## config.mk

```make
export PLATFORM = sky130hd
export DESIGN_NAME = change_display_mux
export DESIGN_NICKNAME = d
export VERILOG_FILES = /design/src/rtl/change_disp_pkg.sv /design/src/rtl/change_display_mux_decode.sv /design/src/rtl/change_display_mux.sv
export SDC_FILE = /design/constraint.sdc
export NUM_CORES = 1
export LEC_CHECK = 0
export CORE_ASPECT_RATIO = 1.5
export CORE_MARGIN = 2
export CORE_UTILIZATION = 58
export DETAILED_ROUTE_END_ITERATION = 10
export PLACE_DENSITY = 0.79
export SLEW_MARGIN = 25
export SYNTH_ARGS = -nofsm -noshare
export SYNTH_HDL_FRONTEND = slang
export SYNTH_SLANG_ARGS = --single-unit
```

## constraint.sdc

```tcl
create_clock -name clk -period 3.1 [get_ports clk]
set_clock_uncertainty 0.15 [all_clocks]
set_input_delay 0.465 -clock clk [delete_from_list [all_inputs] [get_ports clk]]
set_output_delay 0.465 -clock clk [all_outputs]
set_load 0.05 [all_outputs]
```

## src/rtl/change_disp_pkg.sv

```systemverilog
// ---------------------------------------------------------------------------
// change_disp_pkg
//   Shared constants and helpers for the change display multiplexer:
//   active-low seven-segment patterns (bit0 = a ... bit6 = g), the BCD digit
//   lookup, the conversion FSM state type and a power-of-ten helper used to
//   size the overflow threshold.
// ---------------------------------------------------------------------------
package change_disp_pkg;

  localparam logic [6:0] SEG_BLANK = 7'b1111111;
  localparam logic [6:0] SEG_DASH  = 7'b0111111;  // only segment g lit

  // Index = decimal digit, value = active-low pattern g..a.
  localparam logic [6:0] SEG_TABLE [10] = '{
    7'b1000000, 7'b1111001, 7'b0100100, 7'b0110000, 7'b0011001,
    7'b0010010, 7'b0000010, 7'b1111000, 7'b0000000, 7'b0010000
  };

  typedef enum logic {
    IDLE    = 1'b0,
    CONVERT = 1'b1
  } state_t;

  // Codes 10..15 are not decimal digits and display as blank.
  function automatic logic [6:0] bcd_to_seg(input logic [3:0] bcd);
    if (bcd <= 4'd9) return SEG_TABLE[bcd];
    return SEG_BLANK;
  endfunction

  function automatic int unsigned pow10(input int unsigned n);
    int unsigned r;
    r = 1;
    for (int unsigned i = 0; i < n; i++) r = r * 10;
    return r;
  endfunction

endpackage : change_disp_pkg

```

## src/rtl/change_display_mux_decode.sv

```systemverilog
// ---------------------------------------------------------------------------
// seg7_digit_decode
//   Combinational single-digit seven-segment decoder.
//   Ports:
//     bcd   in  4  digit code
//     blank in  1  force all segments off (highest priority)
//     dash  in  1  show a dash (overflow indication)
//     seg   out 7  active-low segments, bit0 = a ... bit6 = g
// ---------------------------------------------------------------------------
module seg7_digit_decode
  import change_disp_pkg::*;
(
  input  logic [3:0] bcd,
  input  logic       blank,
  input  logic       dash,
  output logic [6:0] seg
);

  always_comb begin
    if (blank)     seg = SEG_BLANK;
    else if (dash) seg = SEG_DASH;
    else           seg = bcd_to_seg(bcd);
  end

endmodule : seg7_digit_decode

```

## src/rtl/change_display_mux.sv

```systemverilog
// ---------------------------------------------------------------------------
// change_display_mux
//   Captures a binary change amount, converts it to BCD with a sequential
//   shift-add-3 engine (one bit per clock) and drives a time-multiplexed
//   seven-segment display with leading-zero blanking and an overflow dash.
//   The display shows the last committed result; a new result is committed
//   atomically on the final shift so no partial digits ever appear.
//   Ports:
//     clk     in  1           rising-edge clock
//     reset_n in  1           asynchronous active-low reset
//     load    in  1           one-cycle capture strobe (ignored while busy)
//     value   in  VAL_W       binary amount
//     busy    out 1           conversion in progress
//     seg     out 7           active-low segments, bit0 = a ... bit6 = g
//     an      out NUM_DIGITS  active-low digit enables, bit0 = LS digit
// ---------------------------------------------------------------------------
module change_display_mux
  import change_disp_pkg::*;
#(
  parameter int NUM_DIGITS  = 3,
  parameter int VAL_W       = 8,
  parameter int REFRESH_DIV = 1000,
  parameter int BLANK_LZ    = 1
) (
  input  logic                  clk,
  input  logic                  reset_n,
  input  logic                  load,
  input  logic [VAL_W-1:0]      value,
  output logic                  busy,
  output logic [6:0]            seg,
  output logic [NUM_DIGITS-1:0] an
);

  localparam int          BCD_W   = 4 * NUM_DIGITS;
  localparam int          CNT_W   = $clog2(VAL_W + 1);
  localparam int          PRESC_W = (REFRESH_DIV > 1) ? $clog2(REFRESH_DIV) : 1;
  localparam int          SCAN_W  = (NUM_DIGITS > 1) ? $clog2(NUM_DIGITS) : 1;
  localparam logic [31:0] MAX_VAL = 32'(pow10(NUM_DIGITS) - 1);

  state_t                  r_state;
  state_t                  w_state_next;
  logic [VAL_W-1:0]        r_shift;
  logic [BCD_W-1:0]        r_bcd_work;
  logic [CNT_W-1:0]        r_bit_cnt;
  logic                    r_ovf_work;
  logic [BCD_W-1:0]        r_bcd_commit;
  logic                    r_ovf_commit;
  logic [PRESC_W-1:0]      r_presc;
  logic [SCAN_W-1:0]       r_scan;
  logic [6:0]              r_seg;
  logic [NUM_DIGITS-1:0]   r_an;

  logic [BCD_W-1:0]        w_adj;
  logic [BCD_W-1:0]        w_shifted;
  logic                    w_last;
  logic [NUM_DIGITS-1:0]   w_lz_blank;
  logic [3:0]              w_cur_bcd;
  logic                    w_blank_cur;
  logic [6:0]              w_seg;

  // ---------------- conversion FSM ----------------
  // NOTE: sequential state uses non-blocking (<=) so every register samples
  // pre-edge values regardless of block ordering.
  always_ff @(posedge clk or negedge reset_n) begin
    if (!reset_n) r_state <= IDLE;
    else          r_state <= w_state_next;
  end

  assign w_last = (r_bit_cnt == CNT_W'(1));

  // NOTE: every combinational output gets a default first so no path leaves
  // it unassigned (which would infer a latch).
  always_comb begin
    w_state_next = r_state;
    case (r_state)
      IDLE:    if (load)   w_state_next = CONVERT;
      CONVERT: if (w_last) w_state_next = IDLE;
      default:             w_state_next = IDLE;
    endcase
  end

  assign busy = (r_state == CONVERT);

  // ---------------- shift-add-3 datapath ----------------
  always_comb begin
    w_adj = r_bcd_work;
    for (int i = 0; i < NUM_DIGITS; i++) begin
      if (r_bcd_work[4*i +: 4] >= 4'd5) w_adj[4*i +: 4] = r_bcd_work[4*i +: 4] + 4'd3;
    end
  end

  // Carry out of the top digit falls off; overflow covers those values.
  assign w_shifted = {w_adj[BCD_W-2:0], r_shift[VAL_W-1]};

  always_ff @(posedge clk or negedge reset_n) begin
    if (!reset_n) begin
      r_shift      <= '0;
      r_bcd_work   <= '0;
      r_bit_cnt    <= '0;
      r_ovf_work   <= 1'b0;
      r_bcd_commit <= '0;
      r_ovf_commit <= 1'b0;
    end else begin
      case (r_state)
        IDLE: begin
          if (load) begin
            r_shift    <= value;
            r_bcd_work <= '0;
            r_bit_cnt  <= CNT_W'(VAL_W);
            r_ovf_work <= (32'(value) > MAX_VAL);
          end
        end
        CONVERT: begin
          r_shift    <= r_shift << 1;
          r_bcd_work <= w_shifted;
          r_bit_cnt  <= r_bit_cnt - CNT_W'(1);
          // Commit on the final shift so the display switches in one step.
          if (w_last) begin
            r_bcd_commit <= w_shifted;
            r_ovf_commit <= r_ovf_work;
          end
        end
        default: ;
      endcase
    end
  end

  // ---------------- digit scan ----------------
  always_ff @(posedge clk or negedge reset_n) begin
    if (!reset_n) begin
      r_presc <= '0;
      r_scan  <= '0;
    end else if (r_presc == PRESC_W'(REFRESH_DIV - 1)) begin
      r_presc <= '0;
      r_scan  <= (r_scan == SCAN_W'(NUM_DIGITS - 1)) ? '0 : r_scan + SCAN_W'(1);
    end else begin
      r_presc <= r_presc + PRESC_W'(1);
    end
  end

  // Digit i (i > 0) is a leading zero when it and every digit above it are 0.
  always_comb begin
    logic v_zero;
    v_zero     = 1'b1;
    w_lz_blank = '0;
    for (int i = NUM_DIGITS - 1; i >= 1; i--) begin
      v_zero        = v_zero && (r_bcd_commit[4*i +: 4] == 4'd0);
      w_lz_blank[i] = v_zero;
    end
  end

  assign w_cur_bcd   = r_bcd_commit[4*r_scan +: 4];
  assign w_blank_cur = (BLANK_LZ != 0) && !r_ovf_commit && w_lz_blank[r_scan];

  seg7_digit_decode u_decode (
    .bcd   (w_cur_bcd),
    .blank (w_blank_cur),
    .dash  (r_ovf_commit),
    .seg   (w_seg)
  );

  always_ff @(posedge clk or negedge reset_n) begin
    if (!reset_n) begin
      r_seg <= SEG_BLANK;
      r_an  <= '1;
    end else begin
      r_seg <= w_seg;
      r_an  <= w_blank_cur ? '1 : ~(NUM_DIGITS'(1) << r_scan);
    end
  end

  assign seg = r_seg;
  assign an  = r_an;

endmodule : change_display_mux

```

==> results of run 1 <==
final cells by class:
class / instances / share of cell area [%]
Sequential cell: 59 / 43.0
Clock buffer: 11 / 4.38
Multi-Input combinational cell: 196 / 39.6
Inverter: 14 / 1.52
Tap cell: 66 / 2.39
Timing Repair Buffer: 24 / 6.94
Clock inverter: 5 / 2.17
cell families after synthesis:
| kind of cell | after synthesis | share of synthesized area [%] |
|---|---|---|
| mux | 32 | 11.2 |
| simple gates | 88 | 15.9 |
| fa+ha+maj | 14 | 5.94 |
| flops | 59 | 50.5 |
| compound gates | 50 | 9.75 |
| xor+xnor | 12 | 3.56 |
| buf+inv | 24 | 3.14 |
final timing paths:
path                                        endpoint  slack [ns]  cells after the start
hold / removal                  r_presc[8]$_DFF_PN0_        0.01                      1
min in group clk                r_presc[0]$_DFF_PN0_        0.32                      1
max in group asynchronous  r_bcd_work[9]$_DFFE_PN0P_        2.19                      2
hold reg to reg                 r_presc[0]$_DFF_PN0_        0.32                      1
setup reg to reg                    seg[6]$_DFF_PN1_        0.58                      6
setup / recovery                    seg[6]$_DFF_PN1_        0.58                      6
state kept, by name, indices dropped and copies added, names as in the netlist:
| signal | cells |
|---|---|
| r_shift | 8 |
| r_bcd_commit | 12 |
| r_bit_cnt | 4 |
| r_presc | 10 |
| seg | 7 |
| r_scan | 2 |
| an | 3 |
| r_bcd_work | 12 |
| busy | 1 |
power by group through the flow:
stage	Clock (mW)	Sequential, mW	Combinational, mW
after floorplan	0	1.36	0.813
after global placement	0	1.23	1.21
after detailed placement	0	1.24	1.27
after CTS	0.806	1.23	1.28
after global routing	0.843	1.26	1.42
final	0.788	1.22	1.26
routing by layer:
metal	routed length [um]	up-vias	global-route usage, %	part of all wire, %
met5	0	-	0	0
met4	101	0	9.44	2.0
met3	174	11	5.95	3.4
met2	2720	41	37.8	53
met1	2150	965	23.1	42
li1	-	1003	-	-
placed cells by master, fill, tap and decap left out, types with 3 or more instances in the layout:
cell             netlist  layout
dfstp_2               10      10
inv_1                 14      14
nand3_1                4       4
clkbuf_8               0      11
mux2i_1               27      27
nand2b_1              17      17
a21oi_1               11      11
o31ai_1                3       3
nand2_1               30      30
nor4_1                 3       3
nor2_1                13      13
dfrtp_1               49      49
o21ai_0               26      26
clkinv_2               0       3
xor2_1                 3       3
xnor2_1                9       9
nor3b_1                5       5
ha_1                  14      14
clkdlybuf4s50_1        0      20
nor3_1                 5       5
mux2_2                 4       4
synth_stat cells:
master / number
a21o_1: 2
a21oi_1: 11
a22oi_1: 2
a2bb2oi_1: 1
a31oi_1: 1
and2b_2: 1
and3_1: 2
and4_4: 1
buf_1: 3
buf_2: 2
clkbuf_1: 5
dfrtp_1: 49
dfstp_2: 10
ha_1: 14
inv_1: 14
mux2_2: 4
mux2_4: 1
mux2i_1: 27
nand2_1: 30
nand2b_1: 17
nand3_1: 4
nand3_2: 1
nand3b_1: 1
nand4b_1: 1
nor2_1: 13
nor2b_1: 2
nor3_1: 5
nor3b_1: 5
nor4_1: 3
nor4b_4: 1
o21ai_0: 26
o21ai_2: 1
o221ai_1: 1
o2bb2ai_1: 2
o31ai_1: 3
or2_2: 1
xnor2_1: 9
xor2_1: 3
metrics by stage:
step	setup slack, ns	cell area (um2)	power (mW)	util [%]	hold WS, ns
2_1_floorplan	0.958	2950	2.17	-	0.0194
3_3_place_gp	0.767	3230	2.44	66.7	0.294
3_5_place_dp	0.620	3230	2.51	66.7	0.310
4_1_cts	0.602	3460	3.31	71.4	0.0234
5_1_grt	0.295	3460	3.52	71.4	0.0672
6_report	0.581	3460	3.27	71.4	0.0141
==> impl_metrics.csv, run 1 <==
group,metric,value,unit
outcome,status,"finished, final reports clean",
floorplanning,die-area,5690,um2
critical_path,critPathBufInv,0,
critical_path,cp_cell_sequence,"mux2_2 > a22oi_1 > ha_1 > o221ai_1 > a22oi_1 > o21ai_0",
clock_network,cts_made_buffers,9,
sta,period_minus_slack,2.52,ns
critical_path,cpPeakStageDelay,0.51,ns
yosys,avgSynthCellArea,10.6,um2
clock_network,cts_root_buf,"clkbuf_8",
power_and_ir_drop,power_frac_seq,37.4,%
floorplanning,dieWidth,62.2,um
global_route,grt.total_usage,21.1,%
final_layout,diodes,0,
sta,setup_tns,0,ns
critical_path,cpMaxStageDelayCell,"dfrtp_1",
route,drt-pass1-iter-count,4,
clock_network,cts_setup_buffers,0,
final_layout,n_fill_cell,353,
sta,slew_violations,0,
route,drc,0,
route,num_vias,2020,
power_and_ir_drop,p_leak,1.58,nW
power_and_ir_drop,switching_share,36.7,%
critical_path,path_delay_family,"compound AO/OA/AOI/OAI gates",
critical_path,cp-end-kind,"register",
yosys,synth_area_leader_cell,"dfrtp_1",
route,routedWlPerCell,13.7,um
global_route,grt_max_degree,40,
sta,max_freq,0.397,GHz
global_route,grt-ovfl-total,0,
floorplanning,start_util,60.9,%
sta,worstMarginPinSlew,0.758,ns
clock_network,htreeDepth,3,
final_layout,fin_nets,329,
route,viasPerCell,5.39,
power_and_ir_drop,combPwrFrac,38.5,%
placement,numPortBuffers,21,
clock_network,cts_hold_buf,0,
placement,dpl.hpwl,3700,um
power_and_ir_drop,p_int,2.07,mW
yosys,ys_top_cells_by_area,"dfrtp_1, mux2i_1, dfstp_2",
critical_path,reg2reg_from,"r_scan[1]$_DFFE_PN0N_",
critical_path,cp_data_required_time,3.18,ns
yosys,yosys.area.top_type_share,41.6,%
route,ant_nets,0,
run,cap_violations,0,
worst_hold_path,hp-class,"in -> async",
critical_path,critPathLaunchType,"register",
yosys,synthDistinctLibCells,38,
sta,final.period_utilization,81.3,%
sta,final_hold_viol_count,0,
sta,rsz0062_at_grt,"false",
global_route,grt_first_pass_wirelength,9440,um
floorplanning,pin_count,22,
clock_network,clkLatencyLatePin,0.34,ns
floorplanning,core,4850,um2
yosys,ys_ff_latch,59,
yosys,syn_inst,279,
floorplanning,fp-row-count,31,
yosys,yosysWarnings,0,
critical_path,cp-startpoint,"r_scan[1]$_DFFE_PN0N_",
route,drtIter0Drc,62,
floorplanning,dieHeight,91.4,um
sta,relSlewSlack,49.3,%
global_route,grt_antenna_before_repair,0,
yosys,ys_seq_area_share,50.5,%
clock_network,clkTransAtPathRegs,0.07,ns
yosys,synth_area,2950,um2
critical_path,arrival,2.60,ns
clock_network,ctsResizeCount,0,
critical_path,path_max_fanout,9,
global_route,grt_pass1_vias,2170,
clock_network,clock-sinks,59,
final_layout,ff_latch_area,1490,um2
sta,setup_viol,0,
final_layout,multiInputGateArea,1370,um2
power_and_ir_drop,power_density,946,nW/um2
power_and_ir_drop,p_switching,1.20,mW
critical_path,crit_type,"reg -> reg",
power_and_ir_drop,clockPowerShare,24.1,%
clock_network,cts_max_path_buffers,2,
route,routed_wl,5140,um
placement,gp_congestion,0.856,
final_layout,areaGrowthSynthToFinish,17.3,%
critical_path,crit_path_frequent_cell,"a22oi_1",
final_layout,instances_no_fill,375,
yosys,syn_nets,304,
placement,dp.cells,359,
clock_network,cts_tree,"done",
power_and_ir_drop,peakVddDrop,0.851,mV
final_layout,drive_gt1_share,13.3,%
Power figures use the tool's default switching activity.
==> run 2, diff against run 1 <==
--- a/config.mk
+++ b/config.mk
@@ -7,9 +7,9 @@
 export LEC_CHECK = 0
 export CORE_ASPECT_RATIO = 1.5
 export CORE_MARGIN = 2
-export CORE_UTILIZATION = 58
+export CORE_UTILIZATION = 52
 export DETAILED_ROUTE_END_ITERATION = 10
-export PLACE_DENSITY = 0.79
+export PLACE_DENSITY = 0.75
 export SLEW_MARGIN = 25
 export SYNTH_ARGS = -nofsm -noshare
 export SYNTH_HDL_FRONTEND = slang
==> constraint.sdc (replaced) <==
create_clock -name clk -period 2.2 [get_ports clk]
set_clock_uncertainty 0.15 [all_clocks]
set_input_delay 0.33 -clock clk [delete_from_list [all_inputs] [get_ports clk]]
set_output_delay 0.33 -clock clk [all_outputs]
set_load 0.05 [all_outputs]
==> run 2 against run 1 <==
Against the previous run: routed wire length down 2.7%; clock power grew 5.7%; final area increased by 0.29%; worst setup slack got worse by 0.50 ns; utilization down 8.2 points.
==> impl_metrics.csv, run 2 (synthesis results as in run 1) <==
group,metric,value,unit
outcome,status,"finished, final reports clean",
global_route,grt_pass1_vias,2039,
floorplanning,core,5490,um2
power_and_ir_drop,peakVddDrop,0.606,mV
floorplanning,pin_count,22,
placement,gp_congestion,0.796,
placement,dpl_cell_area,3290,um2
final_layout,final_cell_area,3470,um2
final_layout,final_cell_mix,"dfrtp_1, nand2_1, mux2i_1, o21ai_0, clkdlybuf4s50_1",
final_layout,n_fill_cell,437,
sta,max_freq,0.473,GHz
floorplanning,dieHeight,96.3,um
critical_path,arrival,1.64,ns
power_and_ir_drop,power_density,1260,nW/um2
critical_path,cpMaxStageDelayCell,"clkdlybuf4s50_1",
floorplanning,fp-row-count,33,
floorplanning,dieWidth,65.5,um
global_route,grt_max_degree,60,
final_layout,largest_registers,"r_bcd_commit (12), r_bcd_work (12), r_presc (10)",
critical_path,crit_type,"reg -> out",
final_layout,multiInputGateArea,1370,um2
sta,final_hold_viol_count,0,
route,ant_nets,0,
worst_hold_path,hp-class,"reg -> reg",
route,num_vias,2028,
placement,numPortBuffers,21,
final_layout,mostFrequentLayoutCell,"dfrtp_1",
route,routed_wl,5010,um
sta,setup_tns,0,ns
global_route,grt_antenna_before_repair,0,
sta,period_minus_slack,2.12,ns
power_and_ir_drop,switching_share,38.2,%
power_and_ir_drop,p_int,2.70,mW
critical_path,path_delay_family,"buffers and inverters",
critical_path,critPathBufInv,1,
clock_network,cts_tree,"done",
sta,fin_hold_ws,0.302,ns
power_and_ir_drop,clockPowerShare,19.1,%
route,viasPerCell,5.25,
final_layout,ff_latch_area,1490,um2
sta,final.period_utilization,96.2,%
route,drc,0,
sta,setup_viol,0,
final_layout,fin_nets,336,
route,routedWlPerCell,13.0,um
clock_network,cts_max_path_buffers,2,
critical_path,cp_cell_sequence,"clkdlybuf4s50_1",
clock_network,cts_made_buffers,9,
final_layout,drive_gt1_share,13.9,%
clock_network,clock-sinks,59,
global_route,grt-ovfl-total,0,
critical_path,cp-end-kind,"primary output",
power_and_ir_drop,total_power,4.36,mW
sta,relSlewSlack,53.3,%
power_and_ir_drop,p_leak,1.59,nW
critical_path,cp_data_required_time,1.72,ns
power_and_ir_drop,combPwrFrac,41.3,%
clock_network,htreeDepth,3,
placement,dpl.hpwl,3520,um
route,drt-pass1-iter-count,4,
final_layout,diodes,0,
critical_path,cpPeakStageDelay,0.79,ns
clock_network,cts_root_buf,"clkbuf_8",
clock_network,clkTransAtPathRegs,0.06,ns
floorplanning,die-area,6300,um2
global_route,grt_first_pass_wirelength,8970,um
power_and_ir_drop,power_frac_seq,39.6,%
floorplanning,start_util,53.7,%
global_route,grt.total_usage,19.0,%
critical_path,critPathLaunchType,"register",
final_layout,utilization,63.2,%
sta,rsz0062_at_grt,"false",
critical_path,path_max_fanout,1,
sta,slew_violations,0,
power_and_ir_drop,p_switching,1.66,mW
final_layout,areaGrowthSynthToFinish,17.6,%
clock_network,clkLatencyLatePin,0.33,ns
run,cap_violations,0,
route,drtIter0Drc,101,
sta,worstMarginPinSlew,0.698,ns
[run 2: cell count changes in the layout (fill, tap and decap cells not counted), sizes merged]
cell	previous run	this run
clkbuf	11	15
buf	4	11
clkdlybuf4s50	20	19
clkinv	3	1
bufinv	2	0
dlygate4sd3	0	1
[run 2: through the flow]
stage	cells	worst slack (ns)
floorplan	279	0.0581
global placement	369	0.115
CTS	386	0.0233
detailed placement	369	0.0326
finish	386	0.0839
global route	386	0.00425
[run 2: final cells by class]
class                      instances  area share, %
sequential                        59           42.9
multi-input combinational        196           39.6
timing repair buffer              31           8.80
clock buffer                      15           4.51
tap                               70           2.52
inverter                          14           1.51
clock inverter                     1          0.144
[run 2: power by group through the flow]
stage          Combinational [mW]  Clock, mW  Sequential (mW)
6_report                     1.80      0.833             1.73
5_1_grt                      2.04      0.912             1.77
3_5_place_dp                 1.80          0             1.75
3_3_place_gp                 1.75          0             1.74
4_1_cts                      1.82      0.854             1.73
2_1_floorplan                1.15          0             1.92
[run 2: path summary, 6_finish.rpt]
| check | from | to | slack, ns | cells past startpoint |
|---|---|---|---|---|
| max | seg[6]$_DFF_PN1_ | seg[6] | 0.08 | 1 |
| min | r_presc[0]$_DFF_PN0_ | r_presc[0]$_DFF_PN0_ | 0.30 | 1 |
| max reg2reg | r_scan[1]$_DFFE_PN0N_ | seg[3]$_DFF_PN1_ | 0.19 | 6 |
| min reg2reg | r_presc[0]$_DFF_PN0_ | r_presc[0]$_DFF_PN0_ | 0.30 | 1 |
| max in group asynchronous | reset_n | an[2]$_DFF_PN1_ | 1.21 | 3 |
| min in group asynchronous | reset_n | r_bcd_work[9]$_DFFE_PN0P_ | 0.37 | 3 |
[run 2: routing by layer]
layer  up-vias  track usage, %  routed length [um]
met5         -               0                   0
met1       967            20.3                2110
met3        11            5.61                 155
li1       1017               -                   -
met4         0            8.16                  88
met2        33            34.5                2650
[run 2: repair_timing]
| item | CTS | global route |
|---|---|---|
| hold buffers | 1 | 0 |
| gates resized for setup | 0 | 1 |
| setup endpoints to repair | 0 | 7 |
| buffers inserted | 0 | 0 |
| endpoints found under the hold margin | 49 | 0 |
